==> src/rtl/traffic_phase_ctrl.sv <==
// traffic_phase_ctrl
//   N-way round-robin traffic-light sequencer. Each way runs
//   GREEN -> YELLOW -> ALL-RED, then the next way takes over.
//   Dwell times are counted in ticks from a shared prescaler.
//   A night mode flashes yellow on every way. Flash is only entered at the end of ALL-RED.
//
//   Optional feature macro: TPC_PED_WALK_EN
//     When defined, this adds a pedestrian WALK phase. The phase is requested by
//     ped_req and shown on walk. It also adds the WALK_T parameter.
//
// Ports
//   clock       rising-edge clock
//   reset_n     synchronous reset, active-low
//   tick        count enable; every state change is qualified by it
//   flash       night-mode request (level)
//   ped_req     pedestrian request pulse            (TPC_PED_WALK_EN only)
//   walk        walk lamp                           (TPC_PED_WALK_EN only)
//   light       way i on light[3i+2:3i] = {R,G,Y}
//   active_way  way owning the current phase
//   phase       0=GREEN 1=YELLOW 2=ALLRED 3=FLASH 4=WALK
module traffic_phase_ctrl #(
    parameter int N_WAYS   = 2,
    parameter int CNT_W    = 8,
    parameter int GREEN_T  = 20,
    parameter int YELLOW_T = 4,
    parameter int ALLRED_T = 2
`ifdef TPC_PED_WALK_EN
    ,
    parameter int WALK_T   = 10
`endif
) (
    input  logic                  clock,
    input  logic                  reset_n,
    input  logic                  tick,
    input  logic                  flash,
`ifdef TPC_PED_WALK_EN
    input  logic                  ped_req,
    output logic                  walk,
`endif
    output logic [3*N_WAYS-1:0]   light,
    output logic [2:0]            active_way,
    output logic [2:0]            phase
);

    localparam logic [2:0] PH_GREEN  = 3'd0;
    localparam logic [2:0] PH_YELLOW = 3'd1;
    localparam logic [2:0] PH_ALLRED = 3'd2;
    localparam logic [2:0] PH_FLASH  = 3'd3;
`ifdef TPC_PED_WALK_EN
    localparam logic [2:0] PH_WALK   = 3'd4;
    localparam logic [CNT_W-1:0] WALK_LD = CNT_W'(WALK_T - 1);
`endif

    // Counters are loaded with T-1 so that a phase lasts exactly T ticks.
    localparam logic [CNT_W-1:0] GREEN_LD  = CNT_W'(GREEN_T - 1);
    localparam logic [CNT_W-1:0] YELLOW_LD = CNT_W'(YELLOW_T - 1);
    localparam logic [CNT_W-1:0] ALLRED_LD = CNT_W'(ALLRED_T - 1);
    localparam logic [2:0]       LAST_WAY  = 3'(N_WAYS - 1);

    localparam logic [2:0] LAMP_RED    = 3'b100;
    localparam logic [2:0] LAMP_GREEN  = 3'b010;
    localparam logic [2:0] LAMP_YELLOW = 3'b001;

    logic [2:0]       phase_r, phase_nx;
    logic [2:0]       way_r,   way_nx;
    logic [CNT_W-1:0] cnt_r,   cnt_nx;
    logic             tog_r,   tog_nx;
`ifdef TPC_PED_WALK_EN
    logic             ped_r,   ped_nx;
`endif

    logic [2:0] way_next;
    assign way_next = (way_r == LAST_WAY) ? 3'd0 : way_r + 3'd1;

    // State register
    always_ff @(posedge clock) begin
        if (!reset_n) begin
            phase_r <= PH_ALLRED;
            way_r   <= LAST_WAY;
            cnt_r   <= ALLRED_LD;
            tog_r   <= 1'b1;
`ifdef TPC_PED_WALK_EN
            ped_r   <= 1'b0;
`endif
        end else begin
            phase_r <= phase_nx;
            way_r   <= way_nx;
            cnt_r   <= cnt_nx;
            tog_r   <= tog_nx;
`ifdef TPC_PED_WALK_EN
            ped_r   <= ped_nx;
`endif
        end
    end

    // Next-state logic
    always_comb begin
        phase_nx = phase_r;
        way_nx   = way_r;
        cnt_nx   = cnt_r;
        tog_nx   = tog_r;
`ifdef TPC_PED_WALK_EN
        ped_nx   = ped_r;
`endif
        if (tick) begin
            if (phase_r == PH_FLASH) begin
                tog_nx = ~tog_r;
                // Leaving night mode restarts the cycle from a clean
                // all-red, which is owned by the last way so that way 0 is next.
                if (!flash) begin
                    phase_nx = PH_ALLRED;
                    way_nx   = LAST_WAY;
                    cnt_nx   = ALLRED_LD;
                end
            end else if (cnt_r != '0) begin
                cnt_nx = cnt_r - 1'b1;
            end else begin
                case (phase_r)
                    PH_GREEN: begin
                        phase_nx = PH_YELLOW;
                        cnt_nx   = YELLOW_LD;
                    end
                    PH_YELLOW: begin
                        phase_nx = PH_ALLRED;
                        cnt_nx   = ALLRED_LD;
                    end
                    PH_ALLRED: begin
                        // End of all-red is the only safe point to leave
                        // the normal cycle. Flash has priority over walk.
                        if (flash) begin
                            phase_nx = PH_FLASH;
                            tog_nx   = 1'b1;
`ifdef TPC_PED_WALK_EN
                        end else if (ped_r) begin
                            phase_nx = PH_WALK;
                            cnt_nx   = WALK_LD;
`endif
                        end else begin
                            phase_nx = PH_GREEN;
                            way_nx   = way_next;
                            cnt_nx   = GREEN_LD;
                        end
                    end
`ifdef TPC_PED_WALK_EN
                    PH_WALK: begin
                        phase_nx = PH_GREEN;
                        way_nx   = way_next;
                        cnt_nx   = GREEN_LD;
                        ped_nx   = 1'b0;
                    end
`endif
                    default: begin
                        // Unreachable encodings fall back to the reset state.
                        phase_nx = PH_ALLRED;
                        way_nx   = LAST_WAY;
                        cnt_nx   = ALLRED_LD;
                        tog_nx   = 1'b1;
                    end
                endcase
            end
        end
`ifdef TPC_PED_WALK_EN
        // A request arriving while WALK ends is kept for the next round.
        if (ped_req) ped_nx = 1'b1;
`endif
    end

    // Output decode
    always_comb begin
        for (int i = 0; i < N_WAYS; i++) begin
            light[3*i +: 3] = LAMP_RED;
            if (phase_r == PH_FLASH)
                light[3*i +: 3] = {2'b00, tog_r};
            else if (phase_r == PH_GREEN && way_r == 3'(i))
                light[3*i +: 3] = LAMP_GREEN;
            else if (phase_r == PH_YELLOW && way_r == 3'(i))
                light[3*i +: 3] = LAMP_YELLOW;
        end
        active_way = way_r;
        phase      = phase_r;
`ifdef TPC_PED_WALK_EN
        walk       = (phase_r == PH_WALK);
`endif
    end

endmodule

==> config.mk <==
export PLATFORM = sky130hd
export DESIGN_NAME = traffic_phase_ctrl
export DESIGN_NICKNAME = d
export VERILOG_FILES = /design/src/rtl/traffic_phase_ctrl.sv
export SDC_FILE = /design/constraint.sdc
export NUM_CORES = 1
export LEC_CHECK = 0
export BUFFER_PORTS_ARGS = -buffer_cell sky130_fd_sc_hd__buf_2
export CORE_ASPECT_RATIO = 1.25
export CORE_MARGIN = 2
export CORE_UTILIZATION = 35
export DETAILED_ROUTE_END_ITERATION = 6
export PLACE_DENSITY = 0.59
export REMOVE_ABC_BUFFERS = 1
export SYNTH_ARGS = -nofsm -noshare
export SYNTH_HDL_FRONTEND = slang
export SYNTH_SLANG_ARGS = --single-unit
==> constraint.sdc <==
create_clock -name clock -period 5.5 [get_ports clock]
set_clock_uncertainty 0.15 [all_clocks]
set_input_delay 1.1 -clock clock [delete_from_list [all_inputs] [get_ports clock]]
set_output_delay 1.1 -clock clock [all_outputs]
set_load 0.02 [all_outputs]
==> results of run 1 <==
## where the power goes
part           internal, mW  switching (mW)  leakage, nW
registers             0.126          0.0379        0.115
logic                 0.105           0.154        0.306
clock network        0.0403          0.0366       0.0210
total                 0.272           0.228        0.441
## worst reg2reg max path: cells and delay by family (launching register included)
| kind | cells | cell delay, ps |
|---|---|---|
| and+or+nand+nor | 1 | 480 |
| buffers and inverters | 1 | 110 |
| DFF | 1 | 340 |
| AOI/OAI and AO/OA | 2 | 610 |
| muxes | 1 | 200 |
| adders and majority gates | 1 | 190 |
## Yosys cell counts, types with 4 or more instances
| cell | instances | area share |
|---|---|---|
| nor2b_1 | 4 | 0.025 |
| nand4_1 | 4 | 0.025 |
| a21oi_1 | 9 | 0.045 |
| o21ai_0 | 7 | 0.035 |
| and2_1 | 4 | 0.025 |
| nor2_1 | 4 | 0.015 |
| nand3_1 | 8 | 0.040 |
| dfxtp_1 | 14 | 0.28 |
| nor3_1 | 5 | 0.025 |
| nand2_1 | 7 | 0.026 |
| clkbuf_1 | 5 | 0.019 |
## logic make-up after synthesis
group,after synthesis,synth area share
buffers and inverters,12,0.0585
XOR/XNOR,2,0.0174
multiplexers,3,0.0299
other,1,0.00373
AND/OR/NAND/NOR,51,0.299
adder cells (fa/ha/maj),2,0.0249
AO/OA/AOI/OAI,40,0.288
flip-flops,14,0.279
## layer usage
metal | part of all wire | vias up
met5 | 0 | -
met4 | 0.017 | 0
met3 | 0.043 | 8
met2 | 0.47 | 31
met1 | 0.47 | 442
li1 | - | 480
## per-stage QoR
stage / instances / area, um2 / hold slack [ps] / utilization
2_1_floorplan: 116 / 957 / 310 / -
3_3_place_gp: 165 / 1080 / 337 / 0.398
3_5_place_dp: 165 / 1080 / 341 / 0.398
4_1_cts: 169 / 1110 / 353 / 0.411
5_1_grt: 169 / 1110 / 385 / 0.411
6_report: 169 / 1110 / 351 / 0.411
## registers in the layout (all words and copies together) (netlist names)
register	cells
tog_r	1
active_way	3
cnt_r	8
phase	2
## placed cells by master, fill, tap and decap left out, drive strengths merged, types with 2 or more instances in the layout
cell    count
and2        4
buf        15
o22ai       2
a31oi       2
nand2       7
o41ai       2
nor2        4
clkbuf      4
a21boi      4
nor2b       4
a21oi       9
inv         3
xor2        2
dfxtp      14
nand3       8
o21ai       8
o21bai      2
mux2i       3
nor3        6
nor4        2
a21bo       2
nand4       4
and3b       2
nor3b       3
a21o        3
ha          2
## final timing paths
kind	startpoint	endpoint	slack, ps	cells past startpoint
max	phase[1]$_SDFFE_PN1P_	light[0]	2590	4
min reg2reg	cnt_r[1]$_SDFFE_PN0P_	cnt_r[1]$_SDFFE_PN0P_	350	2
max reg2reg	cnt_r[0]$_SDFFE_PN1P_	cnt_r[3]$_SDFFE_PN0P_	3360	6
min	cnt_r[1]$_SDFFE_PN0P_	cnt_r[1]$_SDFFE_PN0P_	350	2
## area by class of cell
cell class | count | share of cell area
timing repair buffer | 15 | 0.0697
tap | 34 | 0.0382
inverter | 3 | 0.0101
sequential | 14 | 0.252
multi-input combinational | 99 | 0.598
clock buffer | 4 | 0.0326
==> flow_summary.yaml, run 1 <==
grt:
  antenna_found_initial: 0
  use_met2: 0.253
  grt_pass1_vias: 873
  met1_usage: 0.183
  gr-usage-all-layers: 0.148
  grt_max_degree: 18
  overflow: 0
  grt_busiest_layer: "met2"
  globalRouteMet3Util: 0.0210
  grt_pass1_wl_mm: 3.82
cts:
  cts_tree: "yes"
  cts_resized: 0
  cts_buffers: 3
  h-tree-depth: 1
  clk_pin_slew_ps: 90
  ctsRootBufferMaster: "clkbuf_4"
  clkLatencyLatePin_ps: 280
  cts_setup_buffers: 0
  cts.sinks: 14
  cts.path.max_buffers: 2
  ctsHoldBuffers: 0
routing:
  post-route-drc-count: 0
  wl_per_cell_um: 13.6
  drt-total-wl_mm: 2.30
  antenna_left: 0
  via_count: 961
  drt_iter0_drc: 28
  drtPass1Iterations: 4
  vias_per_cell: 5.69
place:
  io_buffers: 14
  post-dp-hpwl_mm: 1.67
  dpl_worst_slack_ps: 2660
  gp_congestion: 0.901
critical_path:
  cp-start-kind: "flip-flop"
  end_kind: "primary output"
  crit_path_max_incr_delay_ps: 480
  criticalPathCategory: "reg2out"
  worstPathCellList: "or3_1, o21ai_0, and2_1, buf_2"
  crit_arrival_ps: 1660
  crit_buf_inv: 1
  crit_family: "simple AND/OR/NAND/NOR gates"
  critPathMaxFanout: 14
  crit_slowest_cell: "or3_1"
  required_ps: 4250
floorplanning:
  start_util: 0.371
  die_y_um: 63.9
  rows: 21
  die_area_um2: 3320
  coreArea_um2: 2710
  chipWidth_um: 51.9
  pin_count: 16
timing:
  max_freq_ghz: 0.343
  setup_ws_ps: 2590
  hold_viol: 0
  setup_tns_ps: 0
  tightest_slew_ps: 713
  finalCriticalPeriod_ps: 2910
  final_max_slew_viol_count: 0
  fin_crit_sh: 0.530
  relSlewSlack: 0.520
  rsz0062_at_grt: "false"
  setup_viol: 0
final_layout:
  ff_latch_area_um2: 280
  fin_nets: 142
  area_growth_syn_to_layout_pct: 10.8
  antenna_cells: 0
  drive_gt1_frac: 0.222
  multi_input_area_um2: 666
  final.fill_count: 279
synth:
  syn-cell-area_um2: 1000
  synth_seq_area_share: 0.279
  ys_warn_count: 0
  synth-edff-count: 0
  synth_cells: 125
  avgSynthCellArea_um2: 8.04
  synth_cell_type_count: 47
  ys_ff_latch: 14
  synth_ff_type: "dfxtp_1"
  async_flop_share: 0
power_and_ir_drop:
  ir_worst_vdd_uv: 243
  finalPower_mw: 0.500
  leakage_nw: 0.441
  power.density_nw_per_um2: 449
worst_hold_path:
  hold_class: "reg2reg"
flow_run:
  maxCapViolations: 0
outcome:
  outcome: "finished clean"
(Power assumes the default switching activity.)
==> run 2: changes to the inputs <==
- clock period: 5.5 -> 2.7 ns (I/O delays scaled with it)
==> run 2 against run 1 <==
  * Non-clock buffer count up 1
  * Highest routed layer unchanged
  * Routed wire length up 3.3%
  * Power up 100%
  * Sequential power up 100%
==> flow_summary.yaml, run 2 (synthesis results as in run 1) <==
critical_path:
  end_kind: "primary output"
  critPathMaxFanout: 14
  ff2ff_setup_slack_ps: 670
  crit_slowest_cell: "or3_1"
  crit_buf_inv: 1
  r2r_cells: 6
  cp-startpoint: "phase[1]$_SDFFE_PN1P_"
  worstPathCellList: "or3_1, o21ai_0, and2_1, buf_2"
  required_ps: 2010
  cp-start-kind: "flip-flop"
  crit_path_max_incr_delay_ps: 480
  crit_family: "simple AND/OR/NAND/NOR gates"
  crit_arrival_ps: 1660
  criticalPathCategory: "reg2out"
  timing.rr.start: "cnt_r[0]$_SDFFE_PN1P_"
  reg2reg_to: "cnt_r[3]$_SDFFE_PN0P_"
cts:
  cts_setup_buffers: 0
  ctsHoldBuffers: 0
  cts_buffers: 3
  cts_resized: 0
  h-tree-depth: 1
  clk_pin_slew_ps: 90
  clkLatencyLatePin_ps: 290
  cts.path.max_buffers: 2
  cts_tree: "yes"
  ctsRootBufferMaster: "clkbuf_4"
  cts.sinks: 14
outcome:
  outcome: "finished clean"
floorplanning:
  die_area_um2: 3320
  start_util: 0.371
  pin_count: 16
  die_y_um: 63.9
  rows: 21
  chipWidth_um: 51.9
  coreArea_um2: 2710
timing:
  rsz0062_at_grt: "false"
  setup_viol: 0
  hold_viol: 0
  finalCriticalPeriod_ps: 2350
  max_freq_ghz: 0.425
  fin_crit_sh: 0.872
  relSlewSlack: 0.631
  setup_tns_ps: 0
  whs_ps: 352
  setup_ws_ps: 346
  tightest_slew_ps: 551
  final_max_slew_viol_count: 0
routing:
  drtPass1Iterations: 4
  wl_per_cell_um: 14.0
  via_count: 995
  post-route-drc-count: 0
  drt-total-wl_mm: 2.38
  antenna_left: 0
  vias_per_cell: 5.85
  drt_iter0_drc: 26
grt:
  gr-usage-all-layers: 0.155
  grt_pass1_vias: 930
  overflow: 0
  antenna_found_initial: 0
  grt_pass1_wl_mm: 4.06
  grt_max_degree: 18
power_and_ir_drop:
  ir_worst_vdd_uv: 488
  leakage_nw: 0.446
  power.density_nw_per_um2: 914
  finalPower_mw: 1.02
place:
  gp_congestion: 0.812
  io_buffers: 14
  post-dp-hpwl_mm: 1.78
  dp_cells: 166
  dpl_worst_slack_ps: 669
final_layout:
  area_growth_syn_to_layout_pct: 11.6
  antenna_cells: 0
  largest_register: "cnt_r"
  drive_gt1_frac: 0.228
  fin_cells: 170
  largest_reg_flops: 8
  fin_nets: 143
  final_cell_mix: "14 x dfxtp_1, 14 x buf_2, 9 x a21oi_1, 8 x nand3_1"
flow_run:
  maxCapViolations: 0
worst_hold_path:
  hold_end: "cnt_r[1]$_SDFFE_PN0P_"
  min_from: "cnt_r[1]$_SDFFE_PN0P_"
  hold_class: "reg2reg"
  min_path_cells: 2
## run 2: layer usage
metal / vias to the layer above / track usage / routed length [um]
met5: - / 0 / 0
met4: 0 / 0.0395 / 21
met3: 2 / 0.0210 / 104
met2: 31 / 0.267 / 1140
met1: 474 / 0.197 / 1110
li1: 488 / - / -
## run 2: area by class of cell
type / count / area (um2)
repair buffers: 16 / 85.1
well taps: 34 / 42.5
multi-input cells: 99 / 666
clock buffers: 4 / 36.3
flip-flops and latches: 14 / 280
inverters: 3 / 11.3
fillers: 277 / 1590
## run 2: worst max-delay path by stage
stage / to / slack [ps] / cells after the start
after floorplan: cnt_r[3]$_SDFFE_PN0P_ / 450 / 4
after global placement: light[0] / 710 / 4
after detailed placement: light[0] / 670 / 4
after CTS: light[0] / 340 / 4
after global routing: light[0] / 190 / 4
final: light[0] / 350 / 4
## run 2: power by group
group | leakage, nW | switching [mW] | total (mW) | internal (mW)
combinational | 0.311 | 0.318 | 0.533 | 0.215
clock | 0.0210 | 0.0747 | 0.157 | 0.0822
sequential | 0.115 | 0.0781 | 0.335 | 0.257
total | 0.446 | 0.471 | 1.02 | 0.554
## run 2: worst min-delay path, delay by kind of cell, from the launching register on
kind / cells / cell delay [ps]
AOI/OAI and AO/OA: 1 / 60
DFF: 1 / 330
and+or+nand+nor: 1 / 70
## run 2: stage by stage
| stage | instance area [um2] | util |
|---|---|---|
| finish | 1120 | 0.414 |
| global route | 1120 | 0.414 |
| CTS | 1120 | 0.414 |
| detailed placement | 1080 | 0.401 |
| global placement | 1080 | 0.401 |
| floorplan | 957 | - |
